$ cat src/rtl/riscv_pkg.sv
// riscv_pkg: shared fetch-stage constants, packet type and PC alignment helper
package riscv_pkg;
  localparam int XLEN = 32;
  localparam int INSTR_BYTES = 4;
  localparam logic [XLEN-1:0] RESET_PC_DEF = 32'h0000_0000;
  localparam logic [XLEN-1:0] NOP = 32'h0000_0013;
  typedef struct packed {
    logic [XLEN-1:0] pc;
    logic [XLEN-1:0] instr;
  } fetch_pkt_t;
  function automatic logic [XLEN-1:0] align_pc(input logic [XLEN-1:0] a);
    return a & ~XLEN'(INSTR_BYTES - 1);
  endfunction
endpackage

$ cat src/rtl/fetch_fifo.sv
// fetch_fifo: synchronous FIFO with async reset, flush, occupancy count and full/empty
module fetch_fifo #(
  parameter int DEPTH = 2,
  parameter int WIDTH = 64,
  localparam int AW = $clog2(DEPTH)
) (
  input  logic             clk,
  input  logic             rst,
  input  logic             flush,
  input  logic             push,
  input  logic [WIDTH-1:0] din,
  input  logic             pop,
  output logic [WIDTH-1:0] dout,
  output logic [AW:0]      count,
  output logic             full,
  output logic             empty
);
  logic [WIDTH-1:0] mem [DEPTH];
  logic [AW-1:0] wp, rp;
  logic do_push, do_pop;
  assign full = count == (AW+1)'(DEPTH);
  assign empty = count == '0;
  assign do_pop = pop & ~empty;
  // a push into a full FIFO is accepted only when the head leaves in the same cycle
  assign do_push = push & (~full | do_pop);
  assign dout = mem[rp];
  always_ff @(posedge clk or posedge rst)
    if (rst) begin
      wp <= '0;
      rp <= '0;
      count <= '0;
    end else if (flush) begin
      wp <= '0;
      rp <= '0;
      count <= '0;
    end else begin
      wp <= wp + AW'(do_push);
      rp <= rp + AW'(do_pop);
      count <= count + (AW+1)'(do_push) - (AW+1)'(do_pop);
    end
  always_ff @(posedge clk)
    if (do_push & ~flush) mem[wp] <= din;
endmodule

$ cat src/rtl/instr_fetch_unit.sv
// instr_fetch_unit: fetch PC, credit-limited imem requests, {pc,instr} buffer and redirect flushing
module instr_fetch_unit
  import riscv_pkg::*;
#(
  parameter logic [XLEN-1:0] RESET_PC = RESET_PC_DEF,
  parameter int DEPTH = 2
) (
  input  logic            clk,
  input  logic            rst,
  output logic            imem_req,
  output logic [XLEN-1:0] imem_addr,
  input  logic            imem_gnt,
  input  logic            imem_rvalid,
  input  logic [XLEN-1:0] imem_rdata,
  input  logic            redirect_valid,
  input  logic [XLEN-1:0] redirect_pc,
  output logic            if_valid,
  output logic [XLEN-1:0] if_pc,
  output logic [XLEN-1:0] if_instr,
  input  logic            id_ready
);
  localparam int CW = $clog2(DEPTH) + 1;
  logic [XLEN-1:0] pc, pcq_head;
  logic [CW-1:0] inflight, drop, buf_count;
  logic issue, rv, keep, pop, buf_empty, buf_full, pcq_empty, pcq_full;
  fetch_pkt_t head;
  assign issue = imem_req & imem_gnt;
  assign rv = imem_rvalid & (inflight != '0);
  // responses still owed to a pre-redirect path are discarded until drop drains
  assign keep = rv & (drop == '0) & ~pcq_empty;
  assign pop = ~buf_empty & id_ready;
  assign imem_req = ~rst & (({1'b0, inflight} + {1'b0, buf_count}) < (CW+1)'(DEPTH)) & ~pcq_full & ~buf_full;
  assign imem_addr = pc;
  assign if_valid = ~buf_empty;
  assign if_pc = buf_empty ? '0 : head.pc;
  assign if_instr = buf_empty ? '0 : head.instr;
  fetch_fifo #(.DEPTH(DEPTH), .WIDTH(XLEN)) pcq (
    .clk(clk), .rst(rst), .flush(redirect_valid),
    .push(issue), .din(pc), .pop(keep),
    .dout(pcq_head), .count(), .full(pcq_full), .empty(pcq_empty)
  );
  fetch_fifo #(.DEPTH(DEPTH), .WIDTH($bits(fetch_pkt_t))) obuf (
    .clk(clk), .rst(rst), .flush(redirect_valid),
    .push(keep), .din(fetch_pkt_t'{pc: pcq_head, instr: imem_rdata}), .pop(pop),
    .dout(head), .count(buf_count), .full(buf_full), .empty(buf_empty)
  );
  always_ff @(posedge clk or posedge rst)
    if (rst) begin
      pc <= RESET_PC;
      inflight <= '0;
      drop <= '0;
    end else begin
      pc <= redirect_valid ? align_pc(redirect_pc) : issue ? pc + XLEN'(INSTR_BYTES) : pc;
      inflight <= inflight + CW'(issue) - CW'(rv);
      drop <= redirect_valid ? inflight + CW'(issue) - CW'(rv) : drop - CW'(rv && drop != '0);
    end
endmodule

$ cat config.mk
export PLATFORM = sky130hd
export DESIGN_NAME = instr_fetch_unit
export DESIGN_NICKNAME = d
export VERILOG_FILES = /design/src/rtl/riscv_pkg.sv /design/src/rtl/fetch_fifo.sv /design/src/rtl/instr_fetch_unit.sv
export SDC_FILE = /design/constraint.sdc
export NUM_CORES = 1
export LEC_CHECK = 0
export ABC_CLOCK_PERIOD_IN_PS = 5900
export CAP_MARGIN = 30
export CORE_ASPECT_RATIO = 0.9
export CORE_MARGIN = 1.5
export CORE_UTILIZATION = 47
export CTS_CLUSTER_DIAMETER = 50
export DETAILED_ROUTE_END_ITERATION = 10
export PLACE_DENSITY = 0.83
export SYNTH_ARGS = -nofsm -noshare
export SYNTH_HDL_FRONTEND = slang
export SYNTH_SLANG_ARGS = --single-unit
$ cat constraint.sdc
create_clock -name clk -period 5.9 [get_ports clk]
set_clock_uncertainty 0.1 [all_clocks]
set_input_delay 1.77 -clock clk [delete_from_list [all_inputs] [get_ports clk]]
set_output_delay 1.77 -clock clk [all_outputs]
set_load 0.1 [all_outputs]
# [Word level (Yosys, flattened, before mapping)]
# Memory sizes are Yosys's and may differ from the RTL's.
# Cells that the tools add are included.
# Widths: inputs -> output; s select.
[word_totals] regBits=44 ramBits=192 wordCells=71 mem_count=2
[op_classes] addsub=13 n_lt_le_gt_ge=1 eq_ne=2 mux=15 bitwise_logic=22 n_reduce_logical=7
[mem_list] memory="obuf.mem" words=2 word_bits=64 rd=1 rd_clocked_by_memory_dff=0 write_ports=1 line="fetch_fifo.sv:18" text="logic [WIDTH-1:0] mem [DEPTH];"
[mem_list] memory="pcq.mem" words=2 word_bits=32 rd=1 rd_clocked_by_memory_dff=0 write_ports=1 line="fetch_fifo.sv:18"
[op_table] operator="$mux 32" count=4
[op_table] operator="$add 32x3->32 const B" count=1
[op_table] operator="$and 1x1->1" count=14
[op_table] operator="$mux 1" count=8
[op_table] operator="$sub 2x1->2" count=4
[op_table] operator="$add 2x1->2" count=3
[op_table] operator="$logic_not 2->1" count=3
[op_table] operator="$mux 2" count=3
[op_table] operator="$not 1->1" count=6
[op_table] operator="$reduce_bool 2->1" count=3
[op_table] operator="$add 1x1->1" count=4
[op_table] operator="$eq 2x2->1 const B" count=2
[op_table] operator="$add 2x2->3" count=1
[op_table] operator="$lt 3x2->1 const B" count=1
[op_table] operator="$or 1x1->1" count=2
[op_table] operator="$logic_and 1x1->1" count=1

# [Logic depth before layout (Yosys ltp)]
# Gate-level depths: netlist of run 1.
[depth] word_depth=10 depth_mapped=12 ltp_nobuf=12

# [Modules after synthesis]
# From an unflattened synthesis of run 1, not the netlist that was laid out.
[unflattened] hier_cells=673 hier_area_um2=10010.9
[by_module_without_submodules] module="fetch_fifo at obuf" instances=1 cells_each=229 area_each_um2=4906.0 seq_area_each_um2=3943.8
[by_module_without_submodules] module="fetch_fifo at pcq" instances=1 cells_each=130 area_each_um2=2566.2 seq_area_each_um2=2021.9
[by_module_without_submodules] module="instr_fetch_unit" instances=1 cells_each=314 area_each_um2=2538.7 seq_area_each_um2=850.8

# [Worst setup path before layout of run 1]
# Ideal clock, no wire load.
[synth_timing] path_type="in2reg" start="in imem_rvalid" end="mem obuf.mem[1][0], enable pin" setup_ns=0.571 arrival_time_ns=7.195 required_time_ns=5.229 slack_ns=-1.966 path_stages=4 path_buffers=0 path_cell_list="o21ai_0 -> nor4_1 -> o21ai_0 -> nor3b_1"
[synth_between] elab_chain_len=7
[synth_lines] element="start: declaration" line="instr_fetch_unit.sv:13" text="input logic imem_rvalid,"
[synth_lines] element="$and 1x1->1" line="instr_fetch_unit.sv:28" text="assign rv = imem_rvalid & (inflight != '0);"
[synth_lines] element="$and 1x1->1 (2 in a row)" line="instr_fetch_unit.sv:30" text="assign keep = rv & (drop == '0) & ~pcq_empty;"
[synth_lines] element="$and 1x1->1" line="fetch_fifo.sv:25" text="assign do_push = push & (~full | do_pop);"
[synth_lines] element="$and 1x1->1" line="fetch_fifo.sv:42" text="if (do_push & ~flush) mem[wp] <= din;"
[synth_lines] element="$mux 1" line="fetch_fifo.sv:42"
[synth_lines] element="$mux 1 (implied by the code)" line="fetch_fifo.sv:42"
[synth_lines] element="end: declaration" line="fetch_fifo.sv:18"
# No other way between the ends.

# [Worst setup path after layout of run 1]
[layout_timing] start="reg obuf.rp" end="out if_instr[2]"
[layout_between] elab_chain_len=2
[layout_lines] element="start: declaration" line="fetch_fifo.sv:19" text="logic [AW-1:0] wp, rp;"
[layout_lines] element="start signal: assignment" line="fetch_fifo.sv:38" text="rp <= rp + AW'(do_pop);"
[layout_lines] element="$mem_v2 2x64"
[layout_lines] element="$mux 32" line="instr_fetch_unit.sv:36" text="assign if_instr = buf_empty ? '0 : head.instr;"
[layout_lines] element="end: declaration" line="instr_fetch_unit.sv:19" text="output logic [XLEN-1:0] if_instr,"
# No other way between the ends.

==> results of run 1 <==
==> worst max-delay path: stages (launching register included) <==
cell             delay [ps]
dfrtp_4                 930
buf_12                  300
mux2i_1                 100
nor2_1                  130
clkdlybuf4s50_1        1150
==> sequential cells by signal (all words and copies together), names as in the netlist <==
signal and cells:
drop 2, pcq.rp 1, obuf.mem 124, pcq.count 2, inflight 2, obuf.rp 1
pcq.wp 1, obuf.wp 1, imem_addr 30, pcq.mem 60, obuf.count 2
==> cells by family after synthesis <==
family / synth area share [%]
fa+ha+maj: 1.28
other cells: 0.0401
flops: 70.3
buf+inv: 2.05
simple gates: 10.3
xor+xnor: 3.37
compound gates: 2.07
mux: 10.6
==> metal layers <==
metal,GRT usage (%),up-vias
li1,-,2676
met1,25.2,2727
met2,31.7,200
met3,3.77,33
met4,5.66,0
met5,0,-
==> cells in the final DEF, fill, tap and decap left out, types with 16 or more instances in the layout <==
cell	n
clkbuf_16	26
clkdlybuf4s50_1	159
dfrtp_1	41
edfxtp_1	184
mux2_2	30
mux2i_1	65
nand2_1	39
nor2_1	74
o21ai_0	21
xnor2_1	20
xor2_1	16
==> power by group through the flow <==
stage | Combinational (mW) | Sequential (mW) | Clock, mW
final | 2.61 | 2.01 | 1.54
after global routing | 2.73 | 2.02 | 1.63
after CTS | 2.63 | 2.01 | 1.57
after detailed placement | 2.62 | 2.04 | 0
after global placement | 2.58 | 2.03 | 0
after floorplan | 1.86 | 2.13 | 0
==> final timing paths <==
kind	startpoint	end	slack, ps	cells past startpoint
worst max register to register	obuf.count[0]	drop[1]	2580	12
worst max-delay path	obuf.rp	if_instr[2]	880	4
worst min register to register	imem_addr[25]	pcq.mem[0][25]	450	0
worst min-delay path	imem_addr[25]	pcq.mem[0][25]	450	0
min in group asynchronous	rst	imem_addr[29]	1680	3
max in group asynchronous	rst	obuf.rp	3570	3
==> through the flow <==
stage | utilization [%] | setup WS, ps | instance area (um2)
floorplan | - | 165 | 9390
global placement | 58.6 | 947 | 11300
detailed placement | 58.7 | 876 | 11400
CTS | 63.1 | 854 | 12200
global route | 63.1 | 755 | 12200
finish | 63.1 | 881 | 12200
==> layout make-up <==
type	count	area [um2]
clock buffer	30	696
clock inverter	18	151
fill	1425	7140
inverter	12	45.0
multi-input combinational	370	2650
sequential	226	6580
tap	250	313
timing repair buffer	175	1770
==> impl_metrics.env, run 1 <==
export IMPL_worst_hold_path_type="reg2reg"
export IMPL_synthArstFlopShare_pct=18.6
export IMPL_p_comb_share_pct=42.4
export IMPL_grt_pass1_vias=5559
export IMPL_dpl_cell_count=1033
export IMPL_cts_root_buf="clkbuf_16"
export IMPL_cts_resized=0
export IMPL_initialDrtViolationCount=368
export IMPL_drive_above_1_share_pct=12.9
export IMPL_num_rows=48
export IMPL_p_seq_share_pct=32.6
export IMPL_intPower_mw=3.43
export IMPL_place_gp_congestion=0.823
export IMPL_cts_hold_buffers=0
export IMPL_vias=5636
export IMPL_synth_common_cells="184 x edfxtp_1, 75 x nor2_1, 65 x mux2i_1"
export IMPL_slew_violations=0
export IMPL_synth_ff_type="edfxtp_1"
export IMPL_clk_insertion_delay_late_ps=520
export IMPL_grt_max_degree=50
export IMPL_layoutNonFillerInstCount=1081
export IMPL_vias_per_cell=5.21
export IMPL_finalSetupTns_ps=0
export IMPL_power_density_nw_per_um2=505
export IMPL_synth_edf_count=184
export IMPL_cp_start_kind="flop"
export IMPL_dp_hpwl_um=12800
export IMPL_grt_first_pass_wirelength_um=29700
export IMPL_final_hold_viol_count=0
export IMPL_cts_buffers_inserted=26
export IMPL_p_clk_share_pct=25.0
export IMPL_drtAntennaViolNets=0
export IMPL_n_antenna_cell=0
export IMPL_top_layer="met4"
export IMPL_peakVddDrop_mv=0.408
export IMPL_critical_path_max_fanout=37
export IMPL_outcome="finished, final reports clean"
export IMPL_antenna_found_initial=0
export IMPL_synth_most_common_cell="edfxtp_1"
export IMPL_start_util_pct=48.4
export IMPL_slew_headroom_pct=31.2
export IMPL_area_delta_synth_final_pct=30.5
export IMPL_power_mw=6.16
export IMPL_ios=168
export IMPL_whs_ps=452
export IMPL_ys_seq_area_share_pct=70.3
export IMPL_wl_met3_um=1480
export IMPL_wl_per_cell_um=18.4
export IMPL_cts_tree="done"
export IMPL_max_freq_ghz=0.199
export IMPL_final_setup_viol_count=0
export IMPL_clockBufferDepth=3
export IMPL_period_needed_ps=5020
export IMPL_synth_area_leaders="edfxtp_1 59%, dfrtp_1 11%, mux2i_1 7.0%"
export IMPL_synth_top_cell_area_share_pct=59.1
export IMPL_nets=890
export IMPL_wl_met2_um=9420
export IMPL_leakage_nw=4.18
export IMPL_tightest_slew_ps=1030
export IMPL_cts_num_sinks=226
export IMPL_power_switching_mw=2.73
export IMPL_netlist_area_um2=9350
export IMPL_drt_pass1_iterations=4
export IMPL_cp_data_required_time_ps=4030
export IMPL_path_class="reg2out"
export IMPL_drv_cap=0
export IMPL_die_w_um=152
export IMPL_netSwitchingFraction_pct=44.3
export IMPL_wl_met1_um=8520
export IMPL_critPathCaptureType="primary output"
export IMPL_clk_pin_slew_ps=60
export IMPL_postCtsSetupBuffers=0
export IMPL_grt_ovfl_total=0
export IMPL_ys_warn_count=0
export IMPL_coreArea_um2=19300
export IMPL_rsz0062_at_grt="false"
export IMPL_cp_arrival_ps=3150
export IMPL_synth_top_cell_by_area="edfxtp_1"
export IMPL_die_h_um=137
export IMPL_io_buffers=161
export IMPL_die_area_um2=20800
export IMPL_yosysUniqueCellTypes=40
export IMPL_ys_seq_elements=226
export IMPL_syn_avg_cell_area_um2=14.7
export IMPL_grt_total_usage_pct=19.0
export IMPL_wl_um=19900
export IMPL_drcViolationCount=0
export IMPL_period_share_pct=85.1
export IMPL_syn_inst=638
export IMPL_htreeDepth=1
(Power assumes the default switching activity.)
==> run 2, diff against run 1 <==
Settings changed: SLEW_MARGIN from default to 10.
==> results of run 2 <==
The final DEF is identical to that of run 1; final timing and power are the same.
==> run 3, diff against run 2 <==
Settings changed: ABC_CLOCK_PERIOD_IN_PS 5900 to default, CAP_MARGIN 30 to default.
==> impl_metrics.env, run 3 (synthesized netlist as in run 1, its figures left out) <==
export IMPL_regArea_um2=6580
export IMPL_use_met3_pct=3.73
export IMPL_drive_above_1_share_pct=12.9
export IMPL_final_hold_viol_count=0
export IMPL_cts_resized=0
export IMPL_clk_pin_slew_ps=60
export IMPL_wl_um=19800
export IMPL_wl_per_cell_um=18.4
export IMPL_io_buffers=161
export IMPL_slew_headroom_pct=29.1
export IMPL_postCtsSetupBuffers=0
export IMPL_slew_violations=0
export IMPL_area_delta_synth_final_pct=30.8
export IMPL_cp_data_required_time_ps=4030
export IMPL_rsz0062_at_grt="false"
export IMPL_use_met1_pct=25.6
export IMPL_grt_pass1_vias=5603
export IMPL_grt_total_usage_pct=19.2
export IMPL_critPathCaptureType="primary output"
export IMPL_cts_hold_buffers=0
export IMPL_grt_busiest_layer="met2"
export IMPL_dpl_cell_count=1032
export IMPL_final_setup_viol_count=0
export IMPL_largest_register_ffs=124
export IMPL_multi_input_area_um2=2650
export IMPL_cp_arrival_ps=3170
export IMPL_final_setup_worst_slack_ps=864
export IMPL_vias=5654
export IMPL_coreArea_um2=19300
export IMPL_peakVddDrop_mv=0.351
export IMPL_leakage_nw=4.20
export IMPL_place_gp_congestion=0.823
export IMPL_n_antenna_cell=0
export IMPL_ff2ff_setup_slack_ps=2560
export IMPL_grt_first_pass_wirelength_um=30100
export IMPL_clk_insertion_delay_late_ps=510
export IMPL_worst_hold_path_type="reg2reg"
export IMPL_grt_ovfl_total=0
export IMPL_num_rows=48
export IMPL_fillers=1419
export IMPL_ios=168
export IMPL_drtAntennaViolNets=0
export IMPL_path_class="reg2out"
export IMPL_initialDrtViolationCount=352
export IMPL_die_w_um=152
export IMPL_final_common_cell="edfxtp_1"
export IMPL_drcViolationCount=0
export IMPL_layoutNonFillerInstCount=1080
export IMPL_die_h_um=137
export IMPL_mostFrequentLayoutCells="184 x edfxtp_1, 159 x clkdlybuf4s50_1, 74 x nor2_1"
export IMPL_dp_slack_ps=868
export IMPL_max_freq_ghz=0.199
export IMPL_power_mw=6.22
export IMPL_dp_hpwl_um=12800
export IMPL_clockBufferDepth=3
export IMPL_cts_buffers_inserted=26
export IMPL_finalSetupTns_ps=0
export IMPL_htreeDepth=1
export IMPL_critical_path_max_fanout=25
export IMPL_cp_start_kind="flop"
export IMPL_vias_per_cell=5.24
export IMPL_cts_tree="done"
export IMPL_drv_cap=0
export IMPL_die_area_um2=20800
export IMPL_start_util_pct=48.4
export IMPL_grt_use_met2_pct=31.9
export IMPL_outcome="finished, final reports clean"
export IMPL_power_density_nw_per_um2=509
export IMPL_regMostFlops="obuf.mem"
export IMPL_cts_num_sinks=226
export IMPL_drt_pass1_iterations=4
export IMPL_tightest_slew_ps=1060
export IMPL_cts_root_buf="clkbuf_16"
export IMPL_period_needed_ps=5040
export IMPL_nets=889
export IMPL_grt_max_degree=50
export IMPL_antenna_found_initial=0
export IMPL_period_share_pct=85.4
[run 3: cell types whose count changed in the layout (fill, tap and decap cells not counted)]
cell        change
bufinv_16       +1
inv_6           -2
clkinv_1        -2
clkbuf_1        +1
clkbuf_8        +4
clkinv_2        -1
buf_16          -1
clkinv_4        +1
clkinvlp_4      -2
[run 3: cell type report]
| cell class | count | share of cell area, % |
|---|---|---|
| Sequential cell | 226 | 53.8 |
| Multi-Input combinational cell | 370 | 21.7 |
| Timing Repair Buffer | 174 | 14.2 |
| Clock buffer | 35 | 6.17 |
| Tap cell | 250 | 2.56 |
| Clock inverter | 13 | 1.19 |
| Inverter | 12 | 0.368 |
[run 3: worst paths after layout]
kind,start,endpoint,cells after the start
worst max-delay path,obuf.count[1],if_pc[15],4
worst min-delay path,pcq.mem[1][14],obuf.mem[0][46],1
worst max register to register,obuf.count[0],drop[1],12
worst min register to register,pcq.mem[1][14],obuf.mem[0][46],1
max in group asynchronous,rst,obuf.rp,3
min in group asynchronous,rst,imem_addr[29],3
[run 3: through the flow]
step	hold WS (ps)	utilization [%]	cell area (um2)
finish	456	63.2	12200
global placement	426	58.6	11300
detailed placement	450	58.6	11300
floorplan	409	-	9390
CTS	448	63.2	12200
global route	464	63.2	12200
[run 3: per-layer routing]
metal / part of all wire, % / vias up
met1: 44 / 2742
met5: 0 / -
li1: - / 2679
met4: 2.2 / 0
met3: 6.5 / 37
met2: 48 / 196
[run 3: power breakdown]
group,leakage [nW],switching (mW),internal [mW]
clock,0.445,0.622,0.992
sequential,2.18,0.146,1.86
combinational,1.58,1.94,0.653
total,4.20,2.71,3.51
[run 3: worst max-delay path, stage by stage (launching register included)]
cell,delay (ps)
dfrtp_1,490
nor2_4,640
buf_4,400
nor2_1,80
clkdlybuf4s50_1,1020
